**src/rtl/skolem_witness_gen_pkg.sv**
```systemverilog
// Shared types for the Skolem witness generator: FSM state encoding, the
// cyclic i_10/i_11/i_12 chain record and a constant-width helper.
// No ports; imported by the interface-facing modules.
package skolem_pkg;

  typedef enum logic [1:0] {
    IDLE = 2'd0,
    ADD  = 2'd1,
    FIX  = 2'd2,
    DONE = 2'd3
  } state_e;

  typedef struct packed {
    logic i10;
    logic i11;
    logic i12;
  } chain_t;

  localparam int CHAIN_W = 3;

  // Ceiling log2, at least 1 for v <= 2 so counters are never zero-width.
  function automatic int clog2(input int v);
    int r;
    r = 1;
    for (int i = 1; i < 31; i++) begin
      if ((1 << i) < v) r = i + 1;
    end
    return r;
  endfunction

endpackage

```
**src/rtl/skolem_witness_gen_if.sv**
```systemverilog
// Handshake bundle for skolem_witness_gen: request side (in_valid/in_ready,
// x_a, x_b) and witness side (out_valid/out_ready, sum, carry, i_*, fp_fail).
// Modports: slave = generator, master = producer/consumer. WITNESS_CHECK_EN adds check_ok.
interface skolem_witness_gen_if #(
  parameter int ADD_W = 2
) ();
  logic             in_valid;
  logic             in_ready;
  logic [ADD_W-1:0] x_a;
  logic [ADD_W-1:0] x_b;
  logic             out_valid;
  logic             out_ready;
  logic [ADD_W-1:0] sum;
  logic             carry;
  logic             i_1;
  logic             i_9;
  logic             i_10;
  logic             i_11;
  logic             i_12;
  logic             fp_fail;
`ifdef WITNESS_CHECK_EN
  logic             check_ok;

  modport slave (
    input  in_valid, x_a, x_b, out_ready,
    output in_ready, out_valid, sum, carry, i_1, i_9, i_10, i_11, i_12, fp_fail, check_ok
  );
  modport master (
    output in_valid, x_a, x_b, out_ready,
    input  in_ready, out_valid, sum, carry, i_1, i_9, i_10, i_11, i_12, fp_fail, check_ok
  );
`else
  modport slave (
    input  in_valid, x_a, x_b, out_ready,
    output in_ready, out_valid, sum, carry, i_1, i_9, i_10, i_11, i_12, fp_fail
  );
  modport master (
    output in_valid, x_a, x_b, out_ready,
    input  in_ready, out_valid, sum, carry, i_1, i_9, i_10, i_11, i_12, fp_fail
  );
`endif
endinterface

```
**src/rtl/skolem_witness_gen_fix_step.sv**
```systemverilog
// One Jacobi step of the cyclic chain: next = f(x_0, x_4, x_5, cur), purely combinational.
// Ports: x_0, x_4, x_5 (latched universal bits), cur (current chain), nxt (updated chain).
// A chain is a fixed point exactly when nxt == cur.
module skolem_fix_step
  import skolem_pkg::*;
(
  input  logic   x_0,
  input  logic   x_4,
  input  logic   x_5,
  input  chain_t cur,
  output chain_t nxt
);

  assign nxt.i10 = x_0 | cur.i12;
  assign nxt.i11 = x_4 & cur.i10;
  assign nxt.i12 = x_5 | cur.i11;

endmodule

```
**src/rtl/skolem_witness_gen.sv**
```systemverilog
// Skolem witness generator for the 2-bit-adder relation: bit-serial add, then
// fixed-point iteration of the i_10/i_11/i_12 chain from all-zero (least fixed point).
// Ports: clk, rst (async, active-high), bus (skolem_witness_gen_if.slave).
// Macro WITNESS_CHECK_EN adds bus.check_ok, a combinational relation check in DONE.
module skolem_witness_gen
  import skolem_pkg::*;
#(
  parameter int ADD_W    = 2,
  parameter int MAX_ITER = 6
) (
  input  logic                  clk,
  input  logic                  rst,
  skolem_witness_gen_if.slave   bus
);

  localparam logic [1:0] ST_IDLE = IDLE;
  localparam logic [1:0] ST_ADD  = ADD;
  localparam logic [1:0] ST_FIX  = FIX;
  localparam logic [1:0] ST_DONE = DONE;

  localparam int BIT_W = clog2(ADD_W + 1);
  localparam int CNT_W = clog2(MAX_ITER + 1);

  logic [1:0]       state_q;
  logic [ADD_W-1:0] a_sh;
  logic [ADD_W-1:0] b_sh;
  logic [ADD_W-1:0] sum_q;
  logic             c_q;
  logic             x0_q;
  logic             x4_q;
  logic             x5_q;
  chain_t           chain_q;
  logic             fp_fail_q;
  logic             i1_q;
  logic [BIT_W-1:0] bit_q;
  logic [CNT_W-1:0] iter_q;

  logic             s_bit;
  logic             c_nxt;
  logic [ADD_W-1:0] sum_nxt;
  logic             bit_last;
  logic             iter_last;
  chain_t           chain_nxt;
  logic             i9;

  assign i9 = 1'b0;

  // Operands are shifted right each ADD cycle so the current bit is always [0];
  // the sum bit enters at the MSB and lands at its final position after ADD_W shifts.
  always_comb begin
    s_bit          = a_sh[0] ^ b_sh[0] ^ c_q;
    c_nxt          = (a_sh[0] & b_sh[0]) | (a_sh[0] & c_q) | (b_sh[0] & c_q);
    sum_nxt        = sum_q >> 1;
    sum_nxt[ADD_W-1] = s_bit;
  end

  assign bit_last  = (bit_q == BIT_W'(ADD_W - 1));
  // iter_q counts steps already loaded, so this cycle is step iter_q+1.
  assign iter_last = (iter_q == CNT_W'(MAX_ITER - 1));

  skolem_fix_step u_step (
    .x_0 (x0_q),
    .x_4 (x4_q),
    .x_5 (x5_q),
    .cur (chain_q),
    .nxt (chain_nxt)
  );

`ifdef WITNESS_CHECK_EN
  logic [ADD_W-1:0] a_q;
  logic [ADD_W-1:0] b_q;
`endif

  always_ff @(posedge clk or posedge rst) begin
    if (rst) begin
      state_q   <= ST_IDLE;
      a_sh      <= '0;
      b_sh      <= '0;
      sum_q     <= '0;
      c_q       <= 1'b0;
      x0_q      <= 1'b0;
      x4_q      <= 1'b0;
      x5_q      <= 1'b0;
      chain_q   <= '0;
      fp_fail_q <= 1'b0;
      i1_q      <= 1'b0;
      bit_q     <= '0;
      iter_q    <= '0;
`ifdef WITNESS_CHECK_EN
      a_q       <= '0;
      b_q       <= '0;
`endif
    end else begin
      case (state_q)
        ST_IDLE: begin
          if (bus.in_valid) begin
            a_sh      <= bus.x_a;
            b_sh      <= bus.x_b;
            x0_q      <= bus.x_a[0];
            x4_q      <= bus.x_a[ADD_W-1];
            x5_q      <= bus.x_b[0];
            sum_q     <= '0;
            c_q       <= 1'b0;
            chain_q   <= '0;
            fp_fail_q <= 1'b0;
            i1_q      <= 1'b0;
            bit_q     <= '0;
            iter_q    <= '0;
`ifdef WITNESS_CHECK_EN
            a_q       <= bus.x_a;
            b_q       <= bus.x_b;
`endif
            state_q   <= ST_ADD;
          end
        end
        ST_ADD: begin
          sum_q <= sum_nxt;
          c_q   <= c_nxt;
          a_sh  <= a_sh >> 1;
          b_sh  <= b_sh >> 1;
          bit_q <= bit_q + BIT_W'(1);
          if (bit_last) state_q <= ST_FIX;
        end
        ST_FIX: begin
          // On failure the chain keeps its last loaded value rather than the
          // unconverged next step, so outputs never show a half-finished update.
          if (chain_nxt == chain_q) begin
            fp_fail_q <= 1'b0;
            i1_q      <= 1'b1;
            state_q   <= ST_DONE;
          end else if (iter_last) begin
            fp_fail_q <= 1'b1;
            i1_q      <= 1'b1;
            state_q   <= ST_DONE;
          end else begin
            chain_q <= chain_nxt;
            iter_q  <= iter_q + CNT_W'(1);
          end
        end
        ST_DONE: begin
          if (bus.out_ready) state_q <= ST_IDLE;
        end
        default: state_q <= ST_IDLE;
      endcase
    end
  end

  assign bus.in_ready  = (state_q == ST_IDLE);
  assign bus.out_valid = (state_q == ST_DONE);
  assign bus.sum       = sum_q;
  assign bus.carry     = c_q;
  assign bus.i_1       = i1_q;
  assign bus.i_9       = i9;
  assign bus.i_10      = chain_q.i10;
  assign bus.i_11      = chain_q.i11;
  assign bus.i_12      = chain_q.i12;
  assign bus.fp_fail   = fp_fail_q;

`ifdef WITNESS_CHECK_EN
  logic [ADD_W:0] ref_sum;
  assign ref_sum = {1'b0, a_q} + {1'b0, b_q};
  assign bus.check_ok = (state_q == ST_DONE)
                      && (ref_sum == {c_q, sum_q})
                      && (i1_q == ~i9)
                      && (chain_nxt == chain_q);
`endif

endmodule
```
**src/flat_wrapper.sv**
```systemverilog
// flat-port wrapper written by rule: the top's interface ports become plain ports
module skolem_witness_gen_flat import skolem_pkg::*;
#(
  parameter int ADD_W    = 2,
  parameter int MAX_ITER = 6
)
  (clk, rst, bus_in_valid, bus_x_a, bus_x_b, bus_out_ready, bus_in_ready, bus_out_valid, bus_sum, bus_carry, bus_i_1, bus_i_9, bus_i_10, bus_i_11, bus_i_12, bus_fp_fail);
  skolem_witness_gen_if #(.ADD_W(ADD_W)) bus_i ();
  input  logic clk;
  input  logic rst;
  input wire logic [$bits(bus_i.in_valid)-1:0] bus_in_valid;
  input wire logic [$bits(bus_i.x_a)-1:0] bus_x_a;
  input wire logic [$bits(bus_i.x_b)-1:0] bus_x_b;
  input wire logic [$bits(bus_i.out_ready)-1:0] bus_out_ready;
  output wire logic [$bits(bus_i.in_ready)-1:0] bus_in_ready;
  output wire logic [$bits(bus_i.out_valid)-1:0] bus_out_valid;
  output wire logic [$bits(bus_i.sum)-1:0] bus_sum;
  output wire logic [$bits(bus_i.carry)-1:0] bus_carry;
  output wire logic [$bits(bus_i.i_1)-1:0] bus_i_1;
  output wire logic [$bits(bus_i.i_9)-1:0] bus_i_9;
  output wire logic [$bits(bus_i.i_10)-1:0] bus_i_10;
  output wire logic [$bits(bus_i.i_11)-1:0] bus_i_11;
  output wire logic [$bits(bus_i.i_12)-1:0] bus_i_12;
  output wire logic [$bits(bus_i.fp_fail)-1:0] bus_fp_fail;
  assign bus_i.in_valid = bus_in_valid;
  assign bus_i.x_a = bus_x_a;
  assign bus_i.x_b = bus_x_b;
  assign bus_i.out_ready = bus_out_ready;
  assign bus_in_ready = bus_i.in_ready;
  assign bus_out_valid = bus_i.out_valid;
  assign bus_sum = bus_i.sum;
  assign bus_carry = bus_i.carry;
  assign bus_i_1 = bus_i.i_1;
  assign bus_i_9 = bus_i.i_9;
  assign bus_i_10 = bus_i.i_10;
  assign bus_i_11 = bus_i.i_11;
  assign bus_i_12 = bus_i.i_12;
  assign bus_fp_fail = bus_i.fp_fail;
  skolem_witness_gen #(.ADD_W(ADD_W), .MAX_ITER(MAX_ITER)) u_core (.clk(clk), .rst(rst), .bus(bus_i));
endmodule
```
**config.mk**
```make
export PLATFORM = sky130hd
export DESIGN_NAME = skolem_witness_gen_flat
export DESIGN_NICKNAME = d
export VERILOG_FILES = /design/src/rtl/skolem_witness_gen_pkg.sv /design/src/rtl/skolem_witness_gen_if.sv /design/src/rtl/skolem_witness_gen_fix_step.sv /design/src/rtl/skolem_witness_gen.sv /design/src/flat_wrapper.sv
export SDC_FILE = /design/constraint.sdc
export NUM_CORES = 1
export LEC_CHECK = 0
export CAP_MARGIN = 40
export CORE_MARGIN = 4
export CORE_UTILIZATION = 56
export CTS_CLUSTER_DIAMETER = 200
export DETAILED_ROUTE_END_ITERATION = 8
export PLACE_DENSITY_LB_ADDON = 0.1
export SLEW_MARGIN = 10
export SYNTH_ARGS = -nofsm -noshare
export SYNTH_HDL_FRONTEND = slang
export SYNTH_SLANG_ARGS = --single-unit
```
**constraint.sdc**
```tcl
create_clock -name clk -period 2.8 [get_ports clk]
set_input_delay 0.7 -clock clk [delete_from_list [all_inputs] [get_ports clk]]
set_output_delay 0.7 -clock clk [all_outputs]
set_load 0.005 [all_outputs]
```
; Word level (Yosys, flattened, before mapping)
; Cells that the tools add are included.
[op_classes]
addsub = 2
eq_ne = 12
n_mux = 27
n_bitwise = 10
reduce_logical = 8
[op_table]
columns = cell, count
row1 = two-way mux 2 bit, 8
row2 = case mux 2 bit (2 select lines), 4
row3 = two-way mux 3 bit, 5
row4 = case mux 3 bit (2 select lines), 2
row5 = "!= test 2 bit, second input constant", 4
row6 = case mux 2 bit (4 select lines), 1
row7 = AND reduction 4 bit, 2
row8 = case mux 1 bit (2 select lines), 3
row9 = bitwise AND 1 bit, 4
row10 = "== test 2 x 1 -> 1 bit, second input constant", 2
row11 = "== test 2 bit, second input constant", 2
row12 = two-way mux 1 bit, 4
row13 = OR 1 bit, 4
row14 = AND reduction 2 bit, 2
row15 = nonzero test 2 bit, 2
row16 = "adder 3 x 1 -> 3 bit, second input constant", 1
row17 = == test 3 bit, 1
row18 = "== test 3 bit, second input constant", 1
row19 = "!= test 3 x 1 -> 1 bit, second input constant", 1
row20 = AND reduction 3 bit, 1
row21 = "adder 2 x 1 -> 2 bit, second input constant", 1
row22 = logical NOT 2 bit, 1
row23 = "!= test 2 x 1 -> 1 bit, second input constant", 1
row24 = XOR 1 bit, 2
[word_totals]
regBits = 22
inputBits = 8
output_inout_bits = 11
elab_cells = 74

; Depth between registers and ports, before layout
; Gate-level depths: netlist of the first run.
[depth]
depth_word = 4
ltp_mapped = 7
mapped_depth_nobuf = 6

; Cells and area by module
; A second synthesis of the first run with hierarchy kept.
[unflattened]
cells_unflattened = 126
hier_area_um2 = 1237.4
[modules_own_cells]
columns = module, n_inst, cells_per_inst, area_each_um2, seq_area_each_um2
row1 = skolem_witness_gen, 1, 123, 1218.7, 550.5
row2 = skolem_fix_step, 1, 3, 18.8, 0.0

; Least setup slack after synthesis of the first run
; No wires, ideal clock.
[synth_path]
path_kind = register -> register
startpoint = reg u_core.chain_q (netlist bit u_core.bus.i_12)
endpoint = reg u_core.state_q[1]
arrival_time_ns = 1.621
required_ns = 2.675
setup_slack_ns = 1.054
stages_incl_launch_ff = 6
period_less_slack_ns = 1.746
path_cell_list = dfrtp_1 > or4_4 > o21ai_2 > nor3_2 > a21oi_2 > mux2_4
[synth_between]
elab_chain_len = 4
[synth_rtl]
columns = element, line_no
row1 = from (decl), skolem_witness_gen.sv:32  ; chain_t chain_q;
row2 = from (signal assigned), skolem_witness_gen.sv:136  ; chain_q <= chain_nxt;
row3 = OR 1 bit, skolem_witness_gen_fix_step.sv:14  ; assign nxt.i10 = x_0 | cur.i12;
row4 = == test 3 bit *, skolem_witness_gen.sv:127  ; if (chain_nxt == chain_q) begin
row5 = != test 3 x 1 -> 1 bit (no source line) or two-way mux 2 bit (tied branches), --
row6 = AND reduction 4 bit (no source line) or case mux 2 bit (4 select lines) (tied branches), --
row7 = to (signal assigned), skolem_witness_gen.sv:130  ; state_q <= ST_DONE;
row8 = to (signal assigned), skolem_witness_gen.sv:134  ; state_q <= ST_DONE;
row9 = to (signal assigned), skolem_witness_gen.sv:141  ; if (bus.out_ready) state_q <= ST_IDLE;
row10 = to (decl), skolem_witness_gen.sv:24  ; logic [1:0] state_q;
; Mark *: on every way between the ends. The rest lies on a longest branch, timed or not.
; A chain may end at the register's enable or synchronous reset.

; Worst setup path in the final report of the first run
[layout_path]
startpoint = reg u_core.state_q[0]
endpoint = out bus_in_ready
[layout_between]
elab_chain_len = 1
[layout_rtl]
columns = element, line_no
row1 = from (signal assigned), skolem_witness_gen.sv:76  ; state_q <= ST_IDLE;
row2 = from (signal assigned), skolem_witness_gen.sv:113  ; state_q <= ST_ADD;
row3 = from (signal assigned), skolem_witness_gen.sv:122  ; if (bit_last) state_q <= ST_FIX;
row4 = logical NOT 2 bit, skolem_witness_gen.sv:148  ; assign bus.in_ready = (state_q == ST_IDLE);
row5 = to (decl), flat_wrapper.sv:15  ; output wire logic [$bits(bus_i.in_ready)-1:0] bus_in_ready;
; Every way passes these cells.

==> results of run 1 <==
cell type report:
class / instances / area, um^2
clock inverters: 1 / 30.0
clock buffers: 3 / 22.5
well taps: 27 / 33.8
repair buffers: 18 / 178
multi-input cells: 82 / 596
flip-flops and latches: 22 / 551
fillers: 153 / 554
inverters: 10 / 37.5
metrics by stage:
step,std cells,area [um^2]
after floorplan,116,1190
final,163,1450
after detailed placement,159,1400
after global placement,159,1400
after CTS,163,1450
after global routing,163,1450
kinds of logic (layout without fill, tap and decap cells):
logic type / count (synthesis) / after routing / synth area share (%)
buffers and inverters: 12 / 32 / 4.08
adders and majority gates: 9 / 9 / 10.1
and+or+nand+nor: 36 / 36 / 15.6
other: 1 / 1 / 0.314
DFF: 22 / 22 / 46.1
AOI/OAI and AO/OA: 32 / 32 / 19.9
muxes: 4 / 4 / 3.98
Yosys cell counts, types with 2 or more instances:
master,number,area (um^2)
dfrtp_1,22,551
inv_1,10,37.5
a22o_1,4,35.0
nand4_1,2,12.5
o21ai_0,6,30.0
o221ai_1,2,17.5
nor3_1,2,10.0
nor2_1,9,33.8
ha_1,8,100
nand3_1,3,15.0
a21o_2,2,17.5
nand2_1,10,37.5
nor2b_1,2,12.5
o2bb2ai_1,2,17.5
a21oi_1,2,10.0
o22ai_1,5,31.3
mux2_2,2,22.5
flip-flops by register name (all words and copies together) (netlist names):
register            count
u_core.iter_q           3
u_core.bus.i_12         1
u_core.bus.i_11         1
u_core.bus.sum          2
u_core.a_sh             2
u_core.bit_q            2
u_core.bus.fp_fail      1
u_core.bus.carry        1
u_core.x0_q             1
u_core.x5_q             1
u_core.bus.i_1          1
u_core.bus.i_10         1
u_core.state_q          2
u_core.x4_q             1
u_core.b_sh             2
power breakdown:
part / switching (mW) / total [mW] / internal, mW / leakage, nW
clock network: 0.104 / 0.249 / 0.145 / 0.0279
registers: 0.125 / 0.576 / 0.451 / 0.282
logic: 0.427 / 0.844 / 0.418 / 0.350
total: 0.656 / 1.67 / 1.01 / 0.660
routing by layer:
metal  track usage, %  up-vias
met5                0        -
met2             31.9       39
met4             8.71        0
met3             3.32        6
met1             28.0      451
li1                 -      451
worst paths after layout:
path	start	to	slack, ns	cells past startpoint
worst max-delay path	u_core.state_q[0]	bus_in_ready	0.28	3
worst min-delay path	u_core.bit_q[0]	u_core.bit_q[0]	0.53	1
worst max register to register	u_core.state_q[0]	u_core.iter_q[1]	0.85	6
worst min register to register	u_core.bit_q[0]	u_core.bit_q[0]	0.53	1
max in group asynchronous	rst	u_core.iter_q[1]	1.85	3
min in group asynchronous	rst	u_core.a_sh[1]	0.72	3
==> reports/qor.txt, run 1 <==
Status - complete, no violations
WL met3 - 173 um
Max FO, Critical Path - 10
Final setup fails - 0
Max-cap violations - 0
Maximum clock path buffer count - 2
Syn_area_per_cell - 10.3 um^2
Clock root buffer - clkbuf_4
Drt first-iter violations - 23
DR WL met2 - 1160 um
Clock Sinks - 22
Ys flop type - dfrtp_1
Async set-reset flop share out of synthesis - 100%
ANT cells - 0
GRT overflow - 0
Worst path slowest cell - clkdlybuf4s50_1
Largest net degree at the start of global routing - 23
Highest routed layer - met4
Total GRT Usage - 20.5%
Pre-CTS WS - 0.592 ns
Fin crit share - 90.0%
Post-Synthesis Cells - 116
Post-DP HPWL - 1930 um
Max rail drop VDD - 710 uV
Max Transition Viols Final - 0
First-pass GRT wire length - 4210 um
Floorplan core area - 0.00200 mm^2
Clk_skew - 0.0128 ns
Num rows - 16
RSZ-0062 raised after global routing - false
Worst setup EP type - primary output
Die height - 54.2 um
Worst EP required - 2.10 ns
Met1 WL - 1140 um
Worst setup margin - 0.279 ns
Antenna violations before repair - 0
WL final - 2510 um
Number of global-route vias before repair - 911
Initial Utilization - 59.7%
Htree depth - 1
HP Class - reg2reg
Synth warn - 0
Maximum clock rate - 0.397 GHz
Chip width - 54.2 um
Setup Crit Path Kind - reg2out
Remaining antenna violation count - 0
Layout cells sized above 1 - 13.2%
Area growth from synthesis to layout - 21.2%
Fin nets - 154
# DRC - 0
EDFF count, synth - 0
PD cells - 1150 mW/mm^2
Setup TNS - 0 ns
Critical path arrival - 1.82 ns
Ports - 19
Commonest non-fill, non-tap cell in the layout - dfrtp_1
#FFs+latches synth - 22
Hold-fix buffers, CTS - 0
Startpoint types - flop
Fin crit period - 2.52 ns
Post-cts resize count - 0
Port bufs - 17
Mapped Nets - 133
Drt wl/cell - 15.4 um
Commonest non-fill, non-tap cells in the layout - 22 x dfrtp_1, 17 x clkdlybuf4s50_1, 10 x nand2_1, 10 x inv_1, 9 x nor2_1
Clk slew on worst S/H paths - 0.14 ns
Cts bufs inserted - 3
Count of final hold-check violations - 0
Pwr Total - 1.67 mW
Slew @ Worst Pin - 0.639 ns
CP peak stage delay - 0.57 ns
Via count - 947
Post-synth cell types - 40
Leak - 0.660 nW
CP Buf/Inv Count - 2
Routability cong. - 0.796
Drt first pass iters - 4
Die ar. - 0.00294 mm^2
Setup bufs post-CTS - 0
Drt via density - 5.81
Cell family with most CP delay - buffers and inverters
Rel. slew slack - 57.0%
CTS tree - yes
Sequential element share of the synthesized area - 46.1%
Hold Slack - 0.527 ns
Post-layout utilization of the core - 72.3%
CP cell instances - inv_1 > ha_1 > clkdlybuf4s50_1
Worst skew pair latency - 0.32 ns
Post-Syn Area - 0.00119 mm^2
Power figures use the tool's default switching activity.
==> run 2: changes to the inputs <==
--- a/config.mk
+++ b/config.mk
@@ -5,6 +5,7 @@
 export SDC_FILE = /design/constraint.sdc
 export NUM_CORES = 1
 export LEC_CHECK = 0
+export ABC_CLOCK_PERIOD_IN_PS = 2800
 export CAP_MARGIN = 40
 export CORE_MARGIN = 4
 export CORE_UTILIZATION = 56
==> results of run 2 <==
No change in the layout: final DEF, timing and power equal those of run 1.
==> run 3: changes to the inputs <==
--- a/config.mk
+++ b/config.mk
@@ -5,13 +5,15 @@
 export SDC_FILE = /design/constraint.sdc
 export NUM_CORES = 1
 export LEC_CHECK = 0
-export ABC_CLOCK_PERIOD_IN_PS = 2800
+export ABC_CLOCK_PERIOD_IN_PS = 2400
 export CAP_MARGIN = 40
 export CORE_MARGIN = 4
-export CORE_UTILIZATION = 56
+export CORE_UTILIZATION = 52
 export CTS_CLUSTER_DIAMETER = 200
 export DETAILED_ROUTE_END_ITERATION = 8
+export GPL_TIMING_DRIVEN = 0
 export PLACE_DENSITY_LB_ADDON = 0.1
+export SETUP_SLACK_MARGIN = 0.3
 export SLEW_MARGIN = 10
 export SYNTH_ARGS = -nofsm -noshare
 export SYNTH_HDL_FRONTEND = slang
==> constraint.sdc (replaced) <==
create_clock -name clk -period 2.4 [get_ports clk]
set_input_delay 0.6 -clock clk [delete_from_list [all_inputs] [get_ports clk]]
set_output_delay 0.6 -clock clk [all_outputs]
set_load 0.005 [all_outputs]
==> run 3 against run 2 <==
Sequential power rose by 16%; clock skew fell by 0.0077 ns; utilization fell by 3.3 points; cell count rose by 5.5%; final area rose by 4.4%; worst hold slack got worse by 0.015 ns; non-clock buffer count rose by 8; combinational power rose by 28%; critical endpoint is now bus_out_valid; largest power group unchanged; highest routed layer unchanged.
==> reports/qor.txt, run 3 (synthesis gave the netlist of run 1 again) <==
Critical path arrival - 1.44 ns (-0.38 ns)
Worst setup EP type - primary output
Worst skew pair latency - 0.30 ns (-0.02 ns)
WL final - 2470 um (-1.6%)
Post-DP HPWL - 1770 um (-8.1%)
Hold path start - u_core.bit_q[0]
Num rows - 17 (+1)
Drt via density - 5.71 (-1.7%)
Largest net degree at the start of global routing - 16 (-30%)
Cts bufs inserted - 3 (unchanged)
Max Transition Viols Final - 0 (unchanged)
Commonest non-fill, non-tap cell in the layout - dfrtp_1
Drt first-iter violations - 20 (-13%)
Clk_skew - 0.00509 ns (-0.00775 ns)
CP cell instances - ha_1 > clkdlybuf4s50_1
HP Class - reg2reg
CP peak stage delay - 0.52 ns (-0.05 ns)
Met2 track demand over resource - 28.0% (-3.8 points)
Fin crit period - 2.04 ns
Clock root buffer - clkbuf_4
Die height - 55.9 um (+3.2%)
Reg with most FFs - u_core.iter_q
Htree depth - 1 (unchanged)
Layout cells sized above 1 - 19.4% (+6.2 points)
CP Buf/Inv Count - 1 (-1)
Crit Reg-Reg Startpoint - u_core.bus.i_12
Routability cong. - 0.774 (-2.8%)
Setup TNS - 0 ns (unchanged)
Maximum clock path buffer count - 2 (unchanged)
Initial Utilization - 54.5% (-5.1 points)
Ports - 19 (unchanged)
Worst EP required - 1.80 ns (-0.30 ns)
Fin crit share - 85.1%
Cell family with most CP delay - buffers and inverters
Max FO, Critical Path - 3 (-7)
Fin nets - 162 (+5.2%)
GRT overflow - 0 (unchanged)
RSZ-0062 raised after global routing - false
Setup Crit Path Kind - reg2out
GR met3 Demand/Resource - 3.02% (-0.31 points)
Drt wl/cell - 14.4 um (-6.7%)
R2R cell count - 5 (-1)
Status - complete, no violations
Die ar. - 0.00313 mm^2 (+6.5%)
Port bufs - 17 (unchanged)
GR Layer Usage met1 - 24.4% (-3.7 points)
Worst path slowest cell - clkdlybuf4s50_1
Clk slew on worst S/H paths - 0.12 ns (-0.02 ns)
Hold path cells - 1 (unchanged)
Grt peak-use layer - met2
Hold-fix buffers, CTS - 0 (unchanged)
First-pass GRT wire length - 4460 um (+6.1%)
# DRC - 0 (unchanged)
Chip width - 55.9 um (+3.2%)
Remaining antenna violation count - 0 (unchanged)
Stages on worst setup path - 2 (-1)
Max rail drop VDD - 791 uV (+11%)
Worst Setup SP - u_core.state_q[0]
Final setup fails - 0 (unchanged)
Max-cap violations - 0 (unchanged)
Total GRT Usage - 17.6% (-2.9 points)
Antenna violations before repair - 0 (unchanged)
Clock Sinks - 22 (unchanged)
Via count - 982 (+3.7%)
Leak - 0.703 nW (+6.6%)
Floorplan core area - 0.00219 mm^2 (+9.4%)
Maximum clock rate - 0.490 GHz
Slew @ Worst Pin - 0.626 ns (-0.0128 ns)
Startpoint types - flop
Post-layout utilization of the core - 69.0% (-3.3 points)
ANT cells - 0 (unchanged)
CTS tree - yes
Commonest non-fill, non-tap cells in the layout - 22 x dfrtp_1, 16 x clkdlybuf4s50_1, 10 x nand2_1
Number of global-route vias before repair - 1037 (+14%)
Rel. slew slack - 57.8% (+0.86 points)
Max FFs per register - 3 (unchanged)
Count of final hold-check violations - 0 (unchanged)
PD cells - 1290 mW/mm^2 (+12%)
Area growth from synthesis to layout - 26.5%
Drt first pass iters - 4 (unchanged)
## run 3: area by class of cell
| type | count | area (um^2) |
|---|---|---|
| Multi-Input combinational cell | 82 | 608 |
| Timing Repair Buffer | 24 | 233 |
| Fill cell | 171 | 679 |
| Sequential cell | 22 | 551 |
| Tap cell | 28 | 35.0 |
| Inverter | 10 | 37.5 |
| Clock buffer | 4 | 36.3 |
| Buffer | 2 | 11.3 |
## run 3: metrics by stage
stage / setup slack [ns] / hold WS [ns] / instance area (um^2) / power [mW] / instances
floorplan: 0.654 / 0.465 / 1190 / 1.33 / 116
global placement: 0.295 / 0.487 / 1400 / 1.60 / 161
detailed placement: 0.285 / 0.495 / 1420 / 1.65 / 162
CTS: 0.330 / 0.512 / 1490 / 1.92 / 169
global route: 0.301 / 0.532 / 1510 / 2.12 / 172
finish: 0.359 / 0.512 / 1510 / 1.95 / 172
## run 3: final timing paths
kind	endpoint	slack, ns
max in group asynchronous	u_core.x4_q	1.46
min in group asynchronous	u_core.bus.sum[0]	0.54
worst max register to register	u_core.state_q[1]	0.55
worst min-delay path	u_core.bit_q[0]	0.51
worst max-delay path	bus_out_valid	0.36
worst min register to register	u_core.bit_q[0]	0.51
## run 3: power by group
part | leakage, nW | switching [mW] | internal, mW
sequential | 0.282 | 0.142 | 0.527
clock | 0.0210 | 0.109 | 0.0925
combinational | 0.400 | 0.518 | 0.558
total | 0.703 | 0.769 | 1.18
## run 3: timing repair
action | in CTS | in global routing
resized for setup | 4 | 1
endpoints found under the hold margin | 0 | 0
pin swaps | 1 | 0
setup endpoints to repair | 1 | 1
buffers inserted | 3 | 3
## run 3: worst register-to-register path: cells and delay by family (launching register included)
| family | cells | cell delay [ns] |
|---|---|---|
| multiplexers | 1 | 0.31 |
| AO/OA/AOI/OAI | 2 | 0.33 |
| flip-flops | 1 | 0.46 |
| AND/OR/NAND/NOR | 2 | 0.65 |
## run 3: per-layer routing
metal	vias to the layer above	wire length [um]
met5	-	0
met4	0	17
met3	2	117
met2	26	1200
met1	488	1140
li1	466	-
